==> src/rtl/uart_pkg.sv <==
// -----------------------------------------------------------------------------
// uart_pkg
// Shared definitions for the parameterised UART:
//   - parity mode encodings (none / odd / even)
//   - FSM state encoding shared by the transmitter and receiver
//   - calc_parity(): parity bit for a data word under a given mode
// -----------------------------------------------------------------------------
package uart_pkg;

  localparam logic [1:0] PAR_NONE = 2'd0;
  localparam logic [1:0] PAR_ODD  = 2'd1;
  localparam logic [1:0] PAR_EVEN = 2'd2;

  typedef enum logic [2:0] {
    ST_IDLE  = 3'd0,
    ST_START = 3'd1,
    ST_DATA  = 3'd2,
    ST_PAR   = 3'd3,
    ST_STOP  = 3'd4
  } uart_state_e;

  // Data is zero-extended to 16 bits by the caller; zero padding does not
  // change the reduction XOR, so one function serves every DATA_W.
  function automatic logic calc_parity(input logic [15:0] data,
                                       input logic [1:0]  mode);
    logic par_s;
    case (mode)
      PAR_ODD:  par_s = ~^data;
      PAR_EVEN: par_s = ^data;
      PAR_NONE: par_s = 1'b0;
      default:  par_s = 1'b0;
    endcase
    return par_s;
  endfunction

endpackage

==> src/rtl/uart_rx_fsm.sv <==
// -----------------------------------------------------------------------------
// uart_rx_fsm
// UART receiver: 2-flop synchroniser, falling-edge start detection, mid-bit
// sampling, parity and stop-bit checking.
// Ports:
//   clk         rising-edge clock
//   rst         synchronous active-high reset
//   rx          asynchronous serial input
//   read_vld    one-cycle pulse, a frame has been received
//   read_data   last received word (held until next pulse)
//   parity_err  parity mismatch for the last frame (qualified by read_vld)
//   frame_err   first stop bit sampled low (qualified by read_vld)
// -----------------------------------------------------------------------------
module uart_rx_fsm
  import uart_pkg::*;
#(
  parameter int DATA_W       = 8,
  parameter int CLKS_PER_BIT = 16,
  parameter int PARITY       = 1
) (
  input  logic              clk,
  input  logic              rst,
  input  logic              rx,
  output logic              read_vld,
  output logic [DATA_W-1:0] read_data,
  output logic              parity_err,
  output logic              frame_err
);

  localparam int CNT_W = $clog2(CLKS_PER_BIT);
  localparam int IDX_W = $clog2(DATA_W);

  logic              sync1_r;
  logic              sync2_r;
  logic              rx_prev_r;
  logic              rx_s;
  logic              fall_s;
  uart_state_e       state_r;
  logic [CNT_W-1:0]  cnt_r;
  logic [IDX_W-1:0]  idx_r;
  logic [DATA_W-1:0] shift_r;
  logic              par_bit_r;
  logic              read_vld_r;
  logic [DATA_W-1:0] read_data_r;
  logic              parity_err_r;
  logic              frame_err_r;
  logic              half_done_s;
  logic              bit_done_s;

  assign rx_s        = sync2_r;
  // A start needs a high-to-low transition, so after a frame error (line
  // stuck low) the receiver stays idle until the line has been high again.
  assign fall_s      = rx_prev_r & ~rx_s;
  assign half_done_s = (cnt_r == CNT_W'(CLKS_PER_BIT / 2 - 1));
  assign bit_done_s  = (cnt_r == CNT_W'(CLKS_PER_BIT - 1));

  // Two-flop synchroniser plus previous-sample register for edge detection.
  always_ff @(posedge clk) begin
    if (rst) begin
      sync1_r   <= 1'b1;
      sync2_r   <= 1'b1;
      rx_prev_r <= 1'b1;
    end else begin
      sync1_r   <= rx;
      sync2_r   <= sync1_r;
      rx_prev_r <= sync2_r;
    end
  end

  // Receive FSM with baud counter and registered result outputs.
  always_ff @(posedge clk) begin
    if (rst) begin
      state_r      <= ST_IDLE;
      cnt_r        <= '0;
      idx_r        <= '0;
      shift_r      <= '0;
      par_bit_r    <= 1'b0;
      read_vld_r   <= 1'b0;
      read_data_r  <= '0;
      parity_err_r <= 1'b0;
      frame_err_r  <= 1'b0;
    end else begin
      read_vld_r <= 1'b0;
      case (state_r)
        ST_IDLE: begin
          cnt_r <= '0;
          idx_r <= '0;
          if (fall_s) begin
            state_r <= ST_START;
          end else begin
            state_r <= ST_IDLE;
          end
        end
        ST_START: begin
          if (half_done_s) begin
            cnt_r <= '0;
            // Start bit gone high by mid-bit: treat as a glitch.
            if (rx_s) begin
              state_r <= ST_IDLE;
            end else begin
              state_r <= ST_DATA;
            end
          end else begin
            cnt_r <= cnt_r + CNT_W'(1);
          end
        end
        ST_DATA: begin
          if (bit_done_s) begin
            cnt_r   <= '0;
            shift_r <= {rx_s, shift_r[DATA_W-1:1]};
            if (idx_r == IDX_W'(DATA_W - 1)) begin
              idx_r <= '0;
              if (PARITY != 0) begin
                state_r <= ST_PAR;
              end else begin
                state_r <= ST_STOP;
              end
            end else begin
              idx_r <= idx_r + IDX_W'(1);
            end
          end else begin
            cnt_r <= cnt_r + CNT_W'(1);
          end
        end
        ST_PAR: begin
          if (bit_done_s) begin
            cnt_r     <= '0;
            par_bit_r <= rx_s;
            state_r   <= ST_STOP;
          end else begin
            cnt_r <= cnt_r + CNT_W'(1);
          end
        end
        ST_STOP: begin
          // Only the first stop bit is checked; later stop bits are idle-high.
          if (bit_done_s) begin
            cnt_r       <= '0;
            read_vld_r  <= 1'b1;
            read_data_r <= shift_r;
            frame_err_r <= ~rx_s;
            if (PARITY != 0) begin
              parity_err_r <= (par_bit_r != calc_parity(16'(shift_r), 2'(PARITY)));
            end else begin
              parity_err_r <= 1'b0;
            end
            state_r <= ST_IDLE;
          end else begin
            cnt_r <= cnt_r + CNT_W'(1);
          end
        end
        default: begin
          state_r <= ST_IDLE;
          cnt_r   <= '0;
          idx_r   <= '0;
        end
      endcase
    end
  end

  assign read_vld   = read_vld_r;
  assign read_data  = read_data_r;
  assign parity_err = parity_err_r;
  assign frame_err  = frame_err_r;

endmodule

==> src/rtl/uart_param_txrx.sv <==
// -----------------------------------------------------------------------------
// uart_param_txrx
// Parameterised full-duplex UART. Transmitter and its baud counter live here;
// the receiver is uart_rx_fsm. TX and RX run independently.
// Ports:
//   clk         rising-edge clock
//   rst         synchronous active-high reset
//   cmd_in      word to transmit, latched on cmd_vld && cmd_rdy
//   cmd_vld     cmd_in valid
//   cmd_rdy     transmitter idle
//   tx          serial output, idle high
//   rx          asynchronous serial input
//   read_vld    one-cycle pulse, received word valid
//   read_data   last received word
//   parity_err  parity mismatch (qualified by read_vld)
//   frame_err   stop bit sampled low (qualified by read_vld)
// -----------------------------------------------------------------------------
module uart_param_txrx
  import uart_pkg::*;
#(
  parameter int DATA_W       = 8,
  parameter int CLKS_PER_BIT = 16,
  parameter int PARITY       = 1,
  parameter int STOP_BITS    = 1
) (
  input  logic              clk,
  input  logic              rst,
  input  logic [DATA_W-1:0] cmd_in,
  input  logic              cmd_vld,
  output logic              cmd_rdy,
  output logic              tx,
  input  logic              rx,
  output logic              read_vld,
  output logic [DATA_W-1:0] read_data,
  output logic              parity_err,
  output logic              frame_err
);

  localparam int CNT_W = $clog2(CLKS_PER_BIT);
  localparam int IDX_W = $clog2(DATA_W);

  uart_state_e       tx_state_r;
  logic [CNT_W-1:0]  tx_cnt_r;
  logic [IDX_W-1:0]  tx_idx_r;
  logic              tx_stop_r;
  logic [DATA_W-1:0] tx_shift_r;
  logic              tx_par_r;
  logic              tx_r;
  logic              cmd_rdy_r;
  logic              bit_done_s;

  assign bit_done_s = (tx_cnt_r == CNT_W'(CLKS_PER_BIT - 1));

  // Transmit FSM: each state drives one bit for CLKS_PER_BIT cycles; the
  // next bit value is registered onto tx at the state transition.
  always_ff @(posedge clk) begin
    if (rst) begin
      tx_state_r <= ST_IDLE;
      tx_cnt_r   <= '0;
      tx_idx_r   <= '0;
      tx_stop_r  <= 1'b0;
      tx_shift_r <= '0;
      tx_par_r   <= 1'b0;
      tx_r       <= 1'b1;
      cmd_rdy_r  <= 1'b1;
    end else begin
      case (tx_state_r)
        ST_IDLE: begin
          tx_cnt_r  <= '0;
          tx_idx_r  <= '0;
          tx_stop_r <= 1'b0;
          if (cmd_vld && cmd_rdy_r) begin
            tx_shift_r <= cmd_in;
            tx_par_r   <= calc_parity(16'(cmd_in), 2'(PARITY));
            tx_r       <= 1'b0;
            cmd_rdy_r  <= 1'b0;
            tx_state_r <= ST_START;
          end else begin
            tx_r      <= 1'b1;
            cmd_rdy_r <= 1'b1;
          end
        end
        ST_START: begin
          if (bit_done_s) begin
            tx_cnt_r   <= '0;
            tx_r       <= tx_shift_r[0];
            tx_state_r <= ST_DATA;
          end else begin
            tx_cnt_r <= tx_cnt_r + CNT_W'(1);
          end
        end
        ST_DATA: begin
          if (bit_done_s) begin
            tx_cnt_r <= '0;
            if (tx_idx_r == IDX_W'(DATA_W - 1)) begin
              if (PARITY != 0) begin
                tx_r       <= tx_par_r;
                tx_state_r <= ST_PAR;
              end else begin
                tx_r       <= 1'b1;
                tx_state_r <= ST_STOP;
              end
            end else begin
              tx_idx_r   <= tx_idx_r + IDX_W'(1);
              tx_shift_r <= {1'b0, tx_shift_r[DATA_W-1:1]};
              tx_r       <= tx_shift_r[1];
            end
          end else begin
            tx_cnt_r <= tx_cnt_r + CNT_W'(1);
          end
        end
        ST_PAR: begin
          if (bit_done_s) begin
            tx_cnt_r   <= '0;
            tx_r       <= 1'b1;
            tx_state_r <= ST_STOP;
          end else begin
            tx_cnt_r <= tx_cnt_r + CNT_W'(1);
          end
        end
        ST_STOP: begin
          if (bit_done_s) begin
            tx_cnt_r <= '0;
            if (tx_stop_r == 1'(STOP_BITS - 1)) begin
              cmd_rdy_r  <= 1'b1;
              tx_state_r <= ST_IDLE;
            end else begin
              tx_stop_r <= 1'b1;
            end
          end else begin
            tx_cnt_r <= tx_cnt_r + CNT_W'(1);
          end
        end
        default: begin
          tx_state_r <= ST_IDLE;
          tx_cnt_r   <= '0;
          tx_r       <= 1'b1;
          cmd_rdy_r  <= 1'b1;
        end
      endcase
    end
  end

  assign tx      = tx_r;
  assign cmd_rdy = cmd_rdy_r;

  uart_rx_fsm #(
    .DATA_W       (DATA_W),
    .CLKS_PER_BIT (CLKS_PER_BIT),
    .PARITY       (PARITY)
  ) u_rx (
    .clk        (clk),
    .rst        (rst),
    .rx         (rx),
    .read_vld   (read_vld),
    .read_data  (read_data),
    .parity_err (parity_err),
    .frame_err  (frame_err)
  );

endmodule
==> config.mk <==
export PLATFORM = sky130hd
export DESIGN_NAME = uart_param_txrx
export DESIGN_NICKNAME = d
export VERILOG_FILES = /design/src/rtl/uart_pkg.sv /design/src/rtl/uart_rx_fsm.sv /design/src/rtl/uart_param_txrx.sv
export SDC_FILE = /design/constraint.sdc
export NUM_CORES = 1
export LEC_CHECK = 0
export CORE_MARGIN = 5
export CORE_UTILIZATION = 56
export CTS_CLUSTER_SIZE = 8
export DETAILED_ROUTE_END_ITERATION = 8
export PLACE_DENSITY = 0.79
export SYNTH_ARGS = -nofsm -noshare
export SYNTH_HDL_FRONTEND = slang
export SYNTH_SLANG_ARGS = --single-unit
==> constraint.sdc <==
create_clock -name clk -period 1.93 [get_ports clk]
set_input_delay 0.2895 -clock clk [delete_from_list [all_inputs] [get_ports clk]]
set_output_delay 0.2895 -clock clk [all_outputs]
set_load 0.005 [all_outputs]
; Word-level counts from Yosys, hierarchy flattened
; Cells that the tools add are included.
[classes]
add_sub_neg = 4
mul = 0
n_div = 0
n_lt_le_gt_ge = 0
eq_ne = 27
n_shift = 0
muxes = 45
n_bitwise = 7
n_reduce_logical = 25
[op_table]
columns = cell, count
row1 = $mux W3, 16
row2 = $reduce_xnor A16 Y1, 2
row3 = $pmux W3 S5, 2
row4 = $mux W8, 3
row5 = $ne A2 B2 Y1 const B, 8
row6 = $pmux W8 S2, 1
row7 = $mux W1, 14
row8 = $eq A3 B2 Y1 const B, 4
row9 = $eq A3 B3 Y1 const B, 4
row10 = $pmux W3 S2, 2
row11 = $reduce_and A2 Y1, 6
row12 = $reduce_or A3 Y1, 4
row13 = $ne A2 B1 Y1 const B, 5
row14 = $add A4 B1 Y4 const B, 2
row15 = $eq A4 B4 Y1 const B, 2
row16 = $mux W4, 2
row17 = $pmux W4 S2, 1
row18 = $reduce_and A4 Y1, 2
row19 = $reduce_and A7 Y1, 1
row20 = $add A3 B1 Y3 const B, 2
row21 = $eq A3 B1 Y1 const B, 2
row22 = $logic_not A3 Y1, 2
row23 = $not A1 Y1, 6
row24 = $reduce_and A3 Y1, 2
row25 = 12 further kinds, 13
[word_totals]
ff_bits = 55
latch_bits = 0
ramBits = 0
mem_bits_ro = 0
input_bits = 12
output_inout_bits = 13
wordCells = 128
memories = 0

; Longest topological paths before layout
[logic_depth]
word_depth = 5
depth_mapped = 7
depth_no_buf = 7

; Hierarchy
; Synthesis repeated with hierarchy kept, for this count alone.
[unflattened]
cells_unflattened = 263
area_unflattened_um2 = 2595.0
[modules_own_cells]
columns = mod, n_inst, cells_per_inst, area_per_inst_um2
row1 = uart_rx_fsm, 1, 140, 1447.6
row2 = uart_param_txrx, 1, 123, 1147.4

; Worst setup path before layout
; Ideal clock, no wire load.
[synth_timing]
path_kind = flip-flop to flip-flop
from = register tx_idx_r[0]
to = register tx_shift_r[4]
setup_ns = 0.086
arrival_ns = 1.552
t_required_ns = 1.844
path_slack_ns = 0.292
path_stages_with_launch = 8
n_path_buf = 1
period_less_slack_ns = 1.638
cell_sequence = dfxtp_1 -> ha_1 -> ha_1 -> nor4_4 -> a21o_2 -> buf_6 -> nor2_1 -> a211oi_1
[synth_between]
elab_chain_len = 3
[synth_lines]
columns = item, line_no
row1 = from (decl), uart_param_txrx.sv:44  ; logic [IDX_W-1:0] tx_idx_r;
row2 = from (signal assigned), uart_param_txrx.sv:104  ; tx_idx_r <= tx_idx_r + IDX_W'(1);
row3 = $eq A3 B3 Y1, uart_param_txrx.sv:95  ; if (tx_idx_r == IDX_W'(DATA_W - 1)) begin
row4 = $ne A2 B2 Y1 (no source line), n/a
row5 = $reduce_and A4 Y1 (no source line), n/a
row6 = to (signal assigned), uart_param_txrx.sv:73  ; tx_shift_r <= cmd_in;
row7 = to (signal assigned), uart_param_txrx.sv:105  ; tx_shift_r <= {1'b0, tx_shift_r[DATA_W-1:1]};
row8 = to (decl), uart_param_txrx.sv:46  ; logic [DATA_W-1:0] tx_shift_r;
; Every way passes these cells.
; A chain may end at the register's enable or synchronous reset.

; Final worst setup path
[layout_timing]
from = register tx_idx_r[0]
to = register tx_shift_r[7]
; Same word-level chain as after synthesis.

==> metrics.md <==
| Metric | Value |
|---|---|
| Hold Slack | 432 ps |
| Initial Util | 58.0% |
| Number of diodes | 0 |
| Root Driver | clkbuf_8 |
| Dominant synthesized flop cell | dfxtp_1 |
| Critical Path Fanout Max | 15 |
| Area growth from synthesis to layout | 15.1% |
| Maximum clock insertion buffer count | 2 |
| Synth Area in XOR/XNOR | 7.28% |
| Post-synthesis compound-gate area fraction | 14.3% |
| Yosys reg bits | 55 |
| First-pass GRT wire length | 8.14 mm |
| Min-delay worst type | reg -> reg |
| Nets@finish | 313 |
| Setup CP Type | reg -> reg |
| Post-Syn Area | 2530 um^2 |
| Antenna Violating Nets Remaining | 0 |
| CP Data Required Time | 2130 ps |
| Fill count | 343 |
| Clock sink count | 55 |
| EDFF count, synth | 0 |
| DRC | 0 |
| DR WL/cell | 13.3 um |
| VDD IR max | 0.462 mV |
| Register area share after synthesis | 43.6% |
| Vias in the first global route | 1766 |
| Design Area, Final | 2910 um^2 |
| Total power | 2030 uW |
| WL met1 | 2.15 mm |
| Status | finished clean |
| Core Footprint | 4350 um^2 |
| Placed cell area | 2810 um^2 |
| Global placement routability congestion | 0.809 |
| Fmax | 580 MHz |
| Post-synth ARST share | 0% |
| Pleak | 0.00103 uW |
| Final setup violation count | 0 |
| Synth unique cells | 45 |
| Largest family of logic cells by synthesized area | simple AND/OR/NAND/NOR gates |
| Clock skew | 8.68 ps |
| Inserted Clock Buffers | 5 |
| DRT iter0 DRCs | 238 |
| Vias | 1942 |
| Portion of netlist area occupied by mux cells | 7.53% |
| Minimum clock period | 1720 ps |
| Reg clk slew, reported paths | 100 ps |
| Post-synthesis cell count | 273 |
| Port buffer count | 24 |
| CTS tree | done |
| RSZ-0062 raised after global routing | no |
| Post-Synth Adder-Cell Area | 2.97% |
| R2R depth | 6 |
| Most frequent cells in the layout | dfxtp_1, nor2_1, clkdlybuf4s50_1 |
| Final worst-path cycle share | 89.3% |
| Worst-Margin Slew | 411 ps |
| Commonest non-fill, non-tap cell in the layout | dfxtp_1 |
| Vias per cell | 5.58 |
| Die width | 77.2 um |
| Core Rows | 24 |
| Highest metal used | met4 |
| Largest net degree at the start of global routing | 28 |
| Layout cells sized above 1 | 11.1% |
| Die H | 77.2 um |
| Syn Area/Cell | 9.25 um^2 |
| Crit path DAT | 1920 ps |
| Yosys Warn Count | 0 |
| Met2 wire length | 2.18 mm |
| Hold Path Cell Cnt | 1 |
| Crit. End Element | flop |
| WL final | 4.61 mm |
| Pre-Repair DR Iteration Count | 4 |
| Met3 WL | 219 um |
| Initial antenna violation count | 0 |
| Max-slew headroom | 72.5% |
| Max Slew Vio Count | 0 |
| Pwr dens | 698 nW/um^2 |
| GRT Overall Usage | 16.5% |
| Crit path launch type | flop |
| Syn_nets | 291 |
| Htree depth | 2 |
| DP HPWL | 3.24 mm |
| Hold buffers post-CTS | 0 |
| I/O pin total | 25 |
| Grt ovf | 0 |
| Simple-gate share of the synthesized area | 21.0% |
| Setup TNS | 0 ps |
| Die area | 5950 um^2 |
| Maxcap violations | 0 |
| Reg2Reg Setup Slack | 210 ps |
| Clock latency on the worst-skew pair | 310 ps |
| Fin. Hold Viols | 0 |
## synthesized netlist by cell type (2+ instances only)
| library cell | instances | area, um^2 |
|---|---|---|
| nand4b_1 | 2 | 17.5 |
| xnor2_1 | 15 | 131 |
| nor3_1 | 3 | 15.0 |
| a211oi_2 | 2 | 25.0 |
| o21ai_0 | 8 | 40.0 |
| mux2i_1 | 19 | 190 |
| nand2_1 | 23 | 86.3 |
| nor2b_1 | 2 | 12.5 |
| dfxtp_1 | 55 | 1100 |
| a211oi_1 | 7 | 52.6 |
| and2_1 | 4 | 25.0 |
| ha_1 | 6 | 75.1 |
| nand3b_1 | 3 | 22.5 |
| xor2_1 | 6 | 52.6 |
| nor4_4 | 2 | 42.5 |
| clkbuf_1 | 9 | 33.8 |
| o21bai_1 | 3 | 22.5 |
| nor3b_1 | 2 | 15.0 |
| a22o_2 | 3 | 30.0 |
| nand3_1 | 9 | 45.0 |
| or2_2 | 6 | 37.5 |
| and3_1 | 2 | 12.5 |
| buf_2 | 5 | 25.0 |
| a21oi_1 | 17 | 85.1 |
| nor2_1 | 36 | 135 |
| a22oi_1 | 4 | 30.0 |
| nand2b_1 | 2 | 12.5 |
## layer usage
layer	GRT usage, %	vias to the layer above
met1	21.3	898
met2	26.2	38
met4	5.84	0
li1	-	999
met3	4.68	7
met5	0	-
## where the power goes
| part | internal [uW] | switching (uW) |
|---|---|---|
| Sequential | 1160 | 23.0 |
| Clock | 268 | 403 |
| Combinational | 90.4 | 82.2 |
| Total | 1520 | 508 |
## path summary, 6_finish.rpt
kind | from | to
max | tx_idx_r[0] | tx_shift_r[7]
min | u_rx.sync1_r | u_rx.rx_s
max reg2reg | tx_idx_r[0] | tx_shift_r[7]
min reg2reg | u_rx.sync1_r | u_rx.rx_s
## worst max-delay path: stages (launching register included)
cell and delay [ps]:
dfxtp_1 350, ha_1 210, ha_1 250, nor4_4 290, a21o_4 260, mux2i_1 200, nor2_1 50
## repair_timing
action,CTS,global route
resized for setup,0,1
endpoints found under the setup margin,0,5
setup buffers,0,0
## layout make-up
cell class	count	area, um^2	area share, %
Multi-Input combinational cell	200	1350	46.3
Sequential cell	55	1100	37.9
Timing Repair Buffer	31	293	10.1
Clock buffer	5	68.8	2.37
Tap cell	52	65.1	2.24
Clock inverter	3	26.3	0.904
Inverter	2	7.51	0.258
## registers in the layout (all words and copies together), names as in the netlist
name             cells
u_rx.state_r         3
tx                   1
u_rx.frame_err       1
cmd_rdy              1
u_rx.rx_prev_r       1
tx_shift_r           8
u_rx.sync1_r         1
u_rx.shift_r         8
tx_par_r             1
tx_state_r           3
u_rx.cnt_r           4
u_rx.idx_r           3
u_rx.par_bit_r       1
tx_idx_r             3
u_rx.rx_s            1
u_rx.read_vld        1
tx_cnt_r             4
tx_stop_r            1
u_rx.parity_err      1
u_rx.read_data       8
## cells by family after synthesis
logic type / count (synthesis)
and+or+nand+nor: 101
DFF: 55
AOI/OAI and AO/OA: 53
adders and majority gates: 6
muxes: 19
buffers and inverters: 18
xor gates and xnor gates: 21
## metrics by stage
stage | worst slack [ps] | util (%) | cells
after detailed placement | 132 | 64.5 | 340
after floorplan | 292 | - | 273
after CTS | 107 | 66.6 | 348
after global placement | 196 | 64.5 | 340
final | 206 | 66.8 | 348
after global routing | 57.3 | 66.8 | 348
Power figures use the tool's default switching activity.
